[src/rtl/cache_pkg.sv]
// Shared types and width helpers for the direct-mapped write-back data cache.
package cache_pkg;

  typedef enum logic [2:0] {
    ST_IDLE,
    ST_COMPARE,
    ST_WB_REQ,
    ST_ALLOC_REQ,
    ST_ALLOC_WAIT
  } state_t;

  localparam int ADDR_W         = 32;
  localparam int WORD_W         = 32;
  localparam int DEF_LINE_BYTES = 16;
  localparam int DEF_NUM_SETS   = 16;

  localparam logic MEM_CMD_READ  = 1'b0;
  localparam logic MEM_CMD_WRITE = 1'b1;

  function automatic int offset_w(input int line_bytes);
    return $clog2(line_bytes);
  endfunction

  function automatic int index_w(input int num_sets);
    return $clog2(num_sets);
  endfunction

  function automatic int tag_w(input int line_bytes, input int num_sets);
    return ADDR_W - index_w(num_sets) - offset_w(line_bytes);
  endfunction

  localparam int DEF_OFFSET_W = offset_w(DEF_LINE_BYTES);
  localparam int DEF_INDEX_W  = index_w(DEF_NUM_SETS);
  localparam int DEF_TAG_W    = tag_w(DEF_LINE_BYTES, DEF_NUM_SETS);

endpackage

[src/rtl/cache_line_array.sv]
// Tag/valid/dirty/data storage: asynchronous read, synchronous line fill or word write,
// asynchronous clear of the valid and dirty bits only.
module cache_line_array
  import cache_pkg::*;
#(
  parameter  int LINE_BYTES = DEF_LINE_BYTES,
  parameter  int NUM_SETS   = DEF_NUM_SETS,
  localparam int IDX_W      = index_w(NUM_SETS),
  localparam int TAG_W      = tag_w(LINE_BYTES, NUM_SETS),
  localparam int WSEL_W     = offset_w(LINE_BYTES) - 2,
  localparam int LINE_W     = LINE_BYTES * 8
) (
  input  logic              clk,
  input  logic              reset,
  input  logic [IDX_W-1:0]  index,
  output logic [TAG_W-1:0]  rd_tag,
  output logic              rd_valid,
  output logic              rd_dirty,
  output logic [LINE_W-1:0] rd_line,
  input  logic              fill_en,
  input  logic [TAG_W-1:0]  fill_tag,
  input  logic [LINE_W-1:0] fill_line,
  input  logic              word_en,
  input  logic [WSEL_W-1:0] word_sel,
  input  logic [WORD_W-1:0] word_data
);

  logic [NUM_SETS-1:0] valid_bits;
  logic [NUM_SETS-1:0] dirty_bits;
  logic [TAG_W-1:0]    tags  [NUM_SETS];
  logic [LINE_W-1:0]   lines [NUM_SETS];

  assign rd_tag   = tags[index];
  assign rd_valid = valid_bits[index];
  assign rd_dirty = dirty_bits[index];
  assign rd_line  = lines[index];

  always_ff @(posedge clk or posedge reset) begin
    if (reset) begin
      valid_bits <= '0;
      dirty_bits <= '0;
    end else if (fill_en) begin
      valid_bits[index] <= 1'b1;
      dirty_bits[index] <= 1'b0;
    end else if (word_en) begin
      dirty_bits[index] <= 1'b1;
    end
  end

  // Payload storage is never reset; validity alone decides whether it is used.
  always_ff @(posedge clk) begin
    if (fill_en) begin
      tags[index]  <= fill_tag;
      lines[index] <= fill_line;
    end else if (word_en) begin
      lines[index][word_sel*WORD_W +: WORD_W] <= word_data;
    end
  end

endmodule

[src/rtl/data_cache.sv]
// Write-back, write-allocate, direct-mapped data cache between the MEM stage and a
// multi-cycle line-oriented backing memory.
module data_cache
  import cache_pkg::*;
#(
  parameter  int LINE_BYTES = DEF_LINE_BYTES,
  parameter  int NUM_SETS   = DEF_NUM_SETS,
  localparam int LINE_W     = LINE_BYTES * 8
) (
  input  logic              clk,
  input  logic              reset,
  input  logic              is_input_valid,
  input  logic [31:0]       addr,
  input  logic              mem_rw,
  input  logic [31:0]       din,
  output logic              is_ready,
  output logic              is_output_valid,
  output logic [31:0]       dout,
  output logic              is_hit,
  output logic              mem_req_valid,
  output logic              mem_req_write,
  output logic [31:0]       mem_req_addr,
  output logic [LINE_W-1:0] mem_req_data,
  input  logic              mem_req_ready,
  input  logic              mem_resp_valid,
  input  logic [LINE_W-1:0] mem_resp_data,
  output logic [31:0]       hit_count,
  output logic [31:0]       miss_count
);

  localparam int OFF_W  = offset_w(LINE_BYTES);
  localparam int IDX_W  = index_w(NUM_SETS);
  localparam int TAG_W  = tag_w(LINE_BYTES, NUM_SETS);
  localparam int WSEL_W = OFF_W - 2;

  state_t state, next_state;

  logic [31:0] req_addr;
  logic        req_rw;
  logic [31:0] req_din;
  logic        missed;

  logic [IDX_W-1:0]  req_index;
  logic [TAG_W-1:0]  req_tag;
  logic [WSEL_W-1:0] req_word;

  logic [TAG_W-1:0]  rd_tag;
  logic              rd_valid;
  logic              rd_dirty;
  logic [LINE_W-1:0] rd_line;
  logic              tag_hit;
  logic              fill_en;
  logic              word_en;

  logic unused_addr_bits;
  assign unused_addr_bits = ^req_addr[1:0];

  assign req_index = req_addr[OFF_W +: IDX_W];
  assign req_tag   = req_addr[ADDR_W-1 -: TAG_W];
  assign req_word  = req_addr[2 +: WSEL_W];
  assign tag_hit   = rd_valid && (rd_tag == req_tag);

  cache_line_array #(
    .LINE_BYTES(LINE_BYTES),
    .NUM_SETS  (NUM_SETS)
  ) u_lines (
    .clk      (clk),
    .reset    (reset),
    .index    (req_index),
    .rd_tag   (rd_tag),
    .rd_valid (rd_valid),
    .rd_dirty (rd_dirty),
    .rd_line  (rd_line),
    .fill_en  (fill_en),
    .fill_tag (req_tag),
    .fill_line(mem_resp_data),
    .word_en  (word_en),
    .word_sel (req_word),
    .word_data(req_din)
  );

  // Request latch: captured once at acceptance, held until the request completes.
  always_ff @(posedge clk) begin
    if (state == ST_IDLE && is_input_valid) begin
      req_addr <= addr;
      req_rw   <= mem_rw;
      req_din  <= din;
    end
  end

  always_ff @(posedge clk or posedge reset) begin
    if (reset) begin
      state      <= ST_IDLE;
      missed     <= 1'b0;
      hit_count  <= '0;
      miss_count <= '0;
    end else begin
      state <= next_state;
      if (state == ST_COMPARE) begin
        if (tag_hit) begin
          missed <= 1'b0;
          if (missed) miss_count <= miss_count + 32'd1;
          else        hit_count  <= hit_count + 32'd1;
        end else begin
          missed <= 1'b1;
        end
      end
    end
  end

  always_comb begin
    next_state      = state;
    is_ready        = 1'b0;
    is_output_valid = 1'b0;
    is_hit          = 1'b0;
    dout            = '0;
    mem_req_valid   = 1'b0;
    mem_req_write   = MEM_CMD_READ;
    mem_req_addr    = '0;
    mem_req_data    = '0;
    fill_en         = 1'b0;
    word_en         = 1'b0;
    case (state)
      ST_IDLE: begin
        is_ready = 1'b1;
        if (is_input_valid) next_state = ST_COMPARE;
      end
      ST_COMPARE: begin
        if (tag_hit) begin
          is_output_valid = 1'b1;
          is_hit          = ~missed;
          dout            = req_rw ? 32'd0 : rd_line[req_word*WORD_W +: WORD_W];
          word_en         = req_rw;
          next_state      = ST_IDLE;
        end else if (rd_valid && rd_dirty) begin
          next_state = ST_WB_REQ;
        end else begin
          next_state = ST_ALLOC_REQ;
        end
      end
      ST_WB_REQ: begin
        mem_req_valid = 1'b1;
        mem_req_write = MEM_CMD_WRITE;
        mem_req_addr  = {rd_tag, req_index, {OFF_W{1'b0}}};
        mem_req_data  = rd_line;
        if (mem_req_ready) next_state = ST_ALLOC_REQ;
      end
      ST_ALLOC_REQ: begin
        mem_req_valid = 1'b1;
        mem_req_addr  = {req_tag, req_index, {OFF_W{1'b0}}};
        if (mem_req_ready) next_state = ST_ALLOC_WAIT;
      end
      ST_ALLOC_WAIT: begin
        if (mem_resp_valid) begin
          fill_en    = 1'b1;
          next_state = ST_COMPARE;
        end
      end
      default: next_state = ST_IDLE;
    endcase
  end

endmodule

[config.mk]
export PLATFORM = sky130hd
export DESIGN_NAME = data_cache
export DESIGN_NICKNAME = d
export VERILOG_FILES = /design/src/rtl/cache_pkg.sv /design/src/rtl/cache_line_array.sv /design/src/rtl/data_cache.sv
export SDC_FILE = /design/constraint.sdc
export NUM_CORES = 2
export LEC_CHECK = 0
export CAP_MARGIN = 30
export CORE_ASPECT_RATIO = 1.4
export CORE_MARGIN = 3
export CORE_UTILIZATION = 40
export DETAILED_ROUTE_END_ITERATION = 16
export SLEW_MARGIN = 20
export SYNTH_ARGS = -nofsm -noshare
export SYNTH_HDL_FRONTEND = slang
export SYNTH_HIERARCHICAL = 1
export SYNTH_SLANG_ARGS = --single-unit
export TNS_END_PERCENT = 10
[constraint.sdc]
create_clock -name clk -period 5.5 [get_ports clk]
set_input_delay 0.55 -clock clk [delete_from_list [all_inputs] [get_ports clk]]
set_output_delay 0.55 -clock clk [all_outputs]
set_load 0.005 [all_outputs]
Word level (Yosys, flattened, before mapping). Memories as Yosys holds them, arrays and structs flattened. A register that Yosys moved wholly into a read port is not among the register bits. Cells that the tools add are included.

RAM bits: 2432. Input bits: 198. Memories: 2. Output and inout bits: 261. Flip-flop bits (word level): 165. Logic and storage cells: 338.

Memory list: u_lines.lines (depth 16, width 128, read ports 1, clocked after Yosys merged registers in 1, write ports 1, RTL line cache_line_array.sv:31) `logic [LINE_W-1:0] lines [NUM_SETS];`; u_lines.tags (depth 16, width 24, read ports 1, clocked after Yosys merged registers in 1, write ports 1, RTL line cache_line_array.sv:30) `logic [TAG_W-1:0] tags [NUM_SETS];`.

Shift-type cells: 3. Add/subtract/negate cells: 3. Equality and inequality tests: 9. Muxes and demuxes: 167. Bitwise logic cells: 133. $lt $le $gt $ge: 2. Reductions and logical operators: 10.

Operators by type and width (number): $mux 128 (2); $mux 1 (148); $or 1x1->1 (128); $shift 32x34->128 const A (1); $shiftx 128x8->32 (1); $shiftx 32x34->128 (1); $mux 32 (3); $add 32x1->32 const B (2); $pmux 32 s2 (1); $neg 7->34 (1); $mux 16 (2); $or 16x16->16 (2); $eq 24x24->1 (1); $and 16x16->16 (1); $not 16->16 (1); $pmux 3 s5 (1); $mux 3 (4); $bmux 1 s4 (2); $mux 4 (2); $ne 2x2->1 const B (4); $eq 3x2->1 const B (2); $reduce_and 3->1 (2); $lt 4x5->1 const B (1); $demux 1 s4 (1); other kinds (10) (13).

Longest topological paths before layout.
Depth after elaboration: 9. Mapped depth: 21. Gate-level depth less buffers: 12.

By module. The synthesis kept the hierarchy.

By module, submodules not included: cache_line_array (area an instance 93841.3 um^2, sequential area each 73830.8 um^2, cells an instance 4101, instances 1); data_cache (area an instance 7678.6 um^2, sequential area each 3593.4 um^2, cells an instance 701, instances 1).

Worst setup path after synthesis. No wires, ideal clock.

Path kind: flip-flop to flip-flop. Start: register req_addr[4]. End: memory u_lines/lines[10][100] in the netlist's numbering (enable). Setup slack: -0.223 ns. Arrival: 5.302 ns. Period minus slack after synthesis: 5.723 ns. Cell stages (with the launch flop): 20. Path buffers: 8. Library setup time: 0.421 ns. Required time: 5.079 ns. Path through: edfxtp_1 -> buf_6 -> buf_2 -> buf_2 -> mux4_2 -> a22oi_1 -> nand2_1 -> xnor2_1 -> nand4_1 -> nor4_2 -> nand3_1 -> clkbuf_1 -> buf_1 -> inv_1 -> and2_1 -> buf_2 -> clkbuf_1 -> a21oi_1 -> clkbuf_1 -> nor2_1.

Longest elaborated chain between the ends: 9.

RTL lines: from (decl) (RTL line data_cache.sv:38) `logic [31:0] req_addr;`; from (signal assigned) (RTL line data_cache.sv:85) `req_addr <= addr;`; $bmux 1 s4 (RTL line cache_line_array.sv:34) `assign rd_valid = valid_bits[index];`; $mux 1 (not written as such) (RTL line cache_line_array.sv:34); $logic_and 1x1->1 (RTL line data_cache.sv:61) `assign tag_hit = rd_valid && (rd_tag == req_tag);`; $mux 1 (RTL line data_cache.sv:129) `if (tag_hit) begin`; $mux 1 (RTL line data_cache.sv:123) `case (state)`; named net word_en (RTL line data_cache.sv:53) `logic word_en;`; $mux 1 (RTL line cache_line_array.sv:55) `end else if (word_en) begin`; $mux 1 (RTL line cache_line_array.sv:52) `if (fill_en) begin`; $mux 128 (not written as such) (RTL line cache_line_array.sv:56) `lines[index][word_sel*WORD_W +: WORD_W] <= word_data;`; $or 1x1->1 (no source line); to (decl) (RTL line cache_line_array.sv:31).

The timed path passes the listed nets, and every way through them passes these cells. The select of a mux whose other input is x is not followed.

Final worst setup path.
Start: register req_addr[4]. End: output port dout[4].

Longest elaborated chain between the ends: 5.

RTL lines: $bmux 1 s4 (RTL line cache_line_array.sv:34); $mux 1 (not written as such) (RTL line cache_line_array.sv:34); $logic_and 1x1->1 (RTL line data_cache.sv:61); $mux 32 (RTL line data_cache.sv:129); $mux 32 (RTL line data_cache.sv:123); to (decl) (RTL line data_cache.sv:18) `output logic [31:0] dout,`.

No other way between the ends. The select of a mux whose other input is x is not followed.

==> results list <==
- The run finished with clean final reports.
- During I/O placement, the number of pins put on the boundary was 459.
* Global-route wire length before repair: 441 mm
- After detailed placement, the total cell area comes to 117,000 µm².
- Critical setup path kind: reg -> out
- The worst setup path is launched from a register.
- Counting every sink on the clock net gives 2,595.
- After detailed routing, the number of vias per cell comes to 5.95.
* Most Frequent Cell on Critical Path: sky130_fd_sc_hd__buf_4
- For this configuration, the core starts out at a cell density of 0.402.
- # placed instances: 8,755
- Of all cell types, the one taking the most synthesized area is sky130_fd_sc_hd__edfxtp_1.
* Arrival @ worst endpoint: 4870 ps
* All-Layer GR Usage: 0.244
- In the final routed layout, each cell accounts on average for 34.7 µm.
- Worst slew pin tran: 1120 ps
- Min cycle time layout: 5420 ps
* Residual DRC: 0
* Proportion of netlist area held by the largest area contributor: 0.738
- Final instance area: 127,000 µm²
- The worst setup path is captured at an output port.
- Portion of the clock cycle consumed by the worst path in the final layout: 0.986
- Post-route core utilization: 0.502
* Area enclosed by the die boundary: 260,000 µm²
- Number of I/O port buffers: 452
* Chip Height: 602 µm
- Main area contributors after synthesis: sky130_fd_sc_hd__edfxtp_1 74%, sky130_fd_sc_hd__mux4_2 14%, sky130_fd_sc_hd__dfrtp_1 2.5%, sky130_fd_sc_hd__a22oi_1 2.3%, sky130_fd_sc_hd__a22o_1 1.1%
- Predominant post-synthesis flop cell: sky130_fd_sc_hd__edfxtp_1
* Cell Count, Final, Fillers Out: 9,294
* Ratio of cells with drive above 1 in the final layout: 0.285
- Sequential fraction of the synthesis area: 0.763
* Max-Cap Viols: 0
- For this design the ratio of total power to cell area is 388 nW/µm².
- The H-tree was split into 5 levels.
* Maximum fanout along the worst path: 16
- Synthesized instance count: 4,802
* Final Hold Vio Count: 0
- In this run the critical register-to-register path is launched from req_addr[4]$_DFFE_PP_.
- Peak supply drop: 0.258 mV
* Via Count: 55,298
* Setup skew after layout: 52.0 ps
* Dominant cell by count in the synthesized netlist: sky130_fd_sc_hd__edfxtp_1
* Final layout net count: 5,976
- The signal on the critical path passes through buf_4 > buf_12 > mux4_2 > a22oi_2 > nand2_2 > xnor2_2 > buf_4 > nand4_1 > nor4_2 > buf_4 > nand3_2 > or2_2 > buf_8 > nor2b_1 > buf_4 > clkdlybuf4s50_1.
* Routability congestion estimate: 0.862
- Detailed placement ended at an HPWL of 212 mm.
- For this block, the initial DRC count from the detailed router was 7,652.
- Slack of the worst reg-to-reg path: 860 ps
* Die Width: 432 µm
- CTS tree: done
* Worst R2R End: u_lines/lines[13][35]$_DFFE_PP_
- Area inside the core boundary: 252,000 µm²
* LEAKAGE: 0.0413 µW
- Flip-flop and latch count after synthesis: 2,595
- Measured in cells, the most critical reg-to-reg path has a length of 18.
- The worst pin sits at a relative slew slack of 0.256.
- Synth Warn #: 6
- The layout has 19,974 filler cells.
* Remaining global-route overflow: 0
- Most used standard cells in the synthesized netlist: 2,495 x sky130_fd_sc_hd__edfxtp_1, 648 x sky130_fd_sc_hd__mux4_2, 309 x sky130_fd_sc_hd__a22oi_1
* Post-placement setup slack: 513 ps
* Drt first pass iters: 5
- In this run, post-CTS hold repair placed 0 buffers.
- The detail route stage leaves a number of antenna-violating nets equal to 0.
- In the final layout, flip-flops and latches occupy 77,400 µm².
* Post-Route Setup TNS: 0 ps
- Average size of a mapped cell: 21.1 µm²
- TritonCTS created 268 clock buffers.
* Clock Latency Late Sink: 850 ps
- Slew Viols, Final: 0
- Critical path required time: 4950 ps
- Summed over all layers, the routed wires come to 322 mm.
- Number of antenna violations at the first check in global routing: 53
* Count of final setup violators: 0
- After floorplanning, the core was divided into 218 placement rows.
- For this run, the top clock speed supported by timing is 0.184 GHz.
* Distinct cell type count after synthesis: 45
- The worst hold path belongs to the class in -> async.
- Clock-pin slew was measured on the worst setup and hold paths at 60 ps.
- Maximum number of pins on one net before global-route repair: 131
- Post-synthesis cell area: 102,000 µm²
- Multi-input gate area: 23,500 µm²
- Clock buffer depth: 4
* Worst stage delay on the critical path: 520 ps
- Yosys mapped a number of flops with a built-in enable equal to 2,495.
* Async set-reset flop share out of synthesis: 0.0385
- Vias in the first global route: 54,253
- CTS root buffer: sky130_fd_sc_hd__clkbuf_16
* Minimum setup slack in the final design: 77.7 ps
- Compared with the post-synthesis result, the final layout area differs by 24.8%.
- Library cell contributing the largest single delay on the critical path: sky130_fd_sc_hd__clkdlybuf4s50_1
* RSZ-0062 raised after global routing: true
## per-layer routing
layer  share of wire  track usage  vias up
met5         0.00031            0        -
met4           0.045        0.102       18
met3            0.11       0.0626      475
met2            0.47        0.374     3221
met1            0.38        0.333    29549
li1                -            -    22035
## timing repair
action,CTS,global route
setup buffers,12,19
setup endpoints to repair,32,29
resized for setup,33,46
cloned,6,6
pin swaps,2,11
## final cells by class
cell class | instances | area share
well taps | 3300 | 0.0326
flip-flops and latches | 2595 | 0.611
diodes | 28 | 0.000553
clock buffers | 338 | 0.0564
multi-input cells | 1897 | 0.185
inverters | 20 | 0.000592
repair buffers | 989 | 0.103
clock inverters | 127 | 0.0103
## per-stage QoR
stage	hold WS (ps)	total power (µW)
2_1_floorplan	428	26500
3_3_place_gp	443	31200
3_5_place_dp	450	31300
4_1_cts	202	49200
5_1_grt	207	50500
6_report	199	49100
## logic make-up (layout without fill, tap and decap cells)
logic type / count (synthesis) / count (layout) / share of synthesized area
buffers and inverters: 314 / 1474 / 0.0142
muxes: 675 / 675 / 0.146
DFF: 2595 / 2595 / 0.763
adders and majority gates: 7 / 7 / 0.000863
other: 1 / 32 / 0.0000369
AOI/OAI and AO/OA: 462 / 462 / 0.0353
and+or+nand+nor: 662 / 663 / 0.0330
xor gates and xnor gates: 86 / 86 / 0.00742
## registers in the layout, indices dropped and copies added, names as in the netlist, named ones only
signal,flops
u_lines/lines,2048
u_lines/tags,384
hit_count,32
miss_count,32
req_din,32
req_addr,30
u_lines/valid_bits,16
state,3
missed,1
req_rw,1
## how the worst max path moves through the flow
stage / endpoint / depth (start not counted) / start / slack (ps)
after floorplan: u_lines/lines[10][100]$_DFFE_PP_ / 19 / req_addr[4]$_DFFE_PP_ / -220
after global placement: dout[5] / 15 / req_addr[4]$_DFFE_PP_ / 470
after detailed placement: dout[5] / 15 / req_addr[4]$_DFFE_PP_ / 510
after CTS: dout[4] / 15 / req_addr[4]$_DFFE_PP_ / -30
after global routing: dout[4] / 16 / req_addr[4]$_DFFE_PP_ / -110
final: dout[4] / 16 / req_addr[4]$_DFFE_PP_ / 80
## cells in the final DEF (no fill, tap or decap), drive strengths merged, types with 85 or more instances in the layout
| cell type | instances |
|---|---|
| clkinv | 85 |
| clkdlybuf4s50 | 452 |
| a22oi | 309 |
| a22o | 128 |
| nand2 | 203 |
| mux4 | 648 |
| buf | 529 |
| and2 | 141 |
| clkbuf | 345 |
| nor2 | 135 |
| edfxtp | 2495 |
| dfrtp | 100 |
## worst max-delay path, delay by kind of cell, from the launching register on
kind,cells,cell delay [ps]
AOI/OAI and AO/OA,1,240
buffers and inverters,7,1510
xor gates and xnor gates,1,210
muxes,1,510
and+or+nand+nor,6,1160
DFF,1,390
## power breakdown
| part | total [µW] | internal, µW | switching [µW] | leakage (µW) |
|---|---|---|---|---|
| clock | 17800 | 10400 | 7480 | 0.00411 |
| sequential | 22400 | 22000 | 395 | 0.0237 |
| combinational | 8860 | 3690 | 5160 | 0.0135 |
| total | 49100 | 36100 | 13000 | 0.0413 |
No activity file was read; power rests on OpenSTA's default activity.
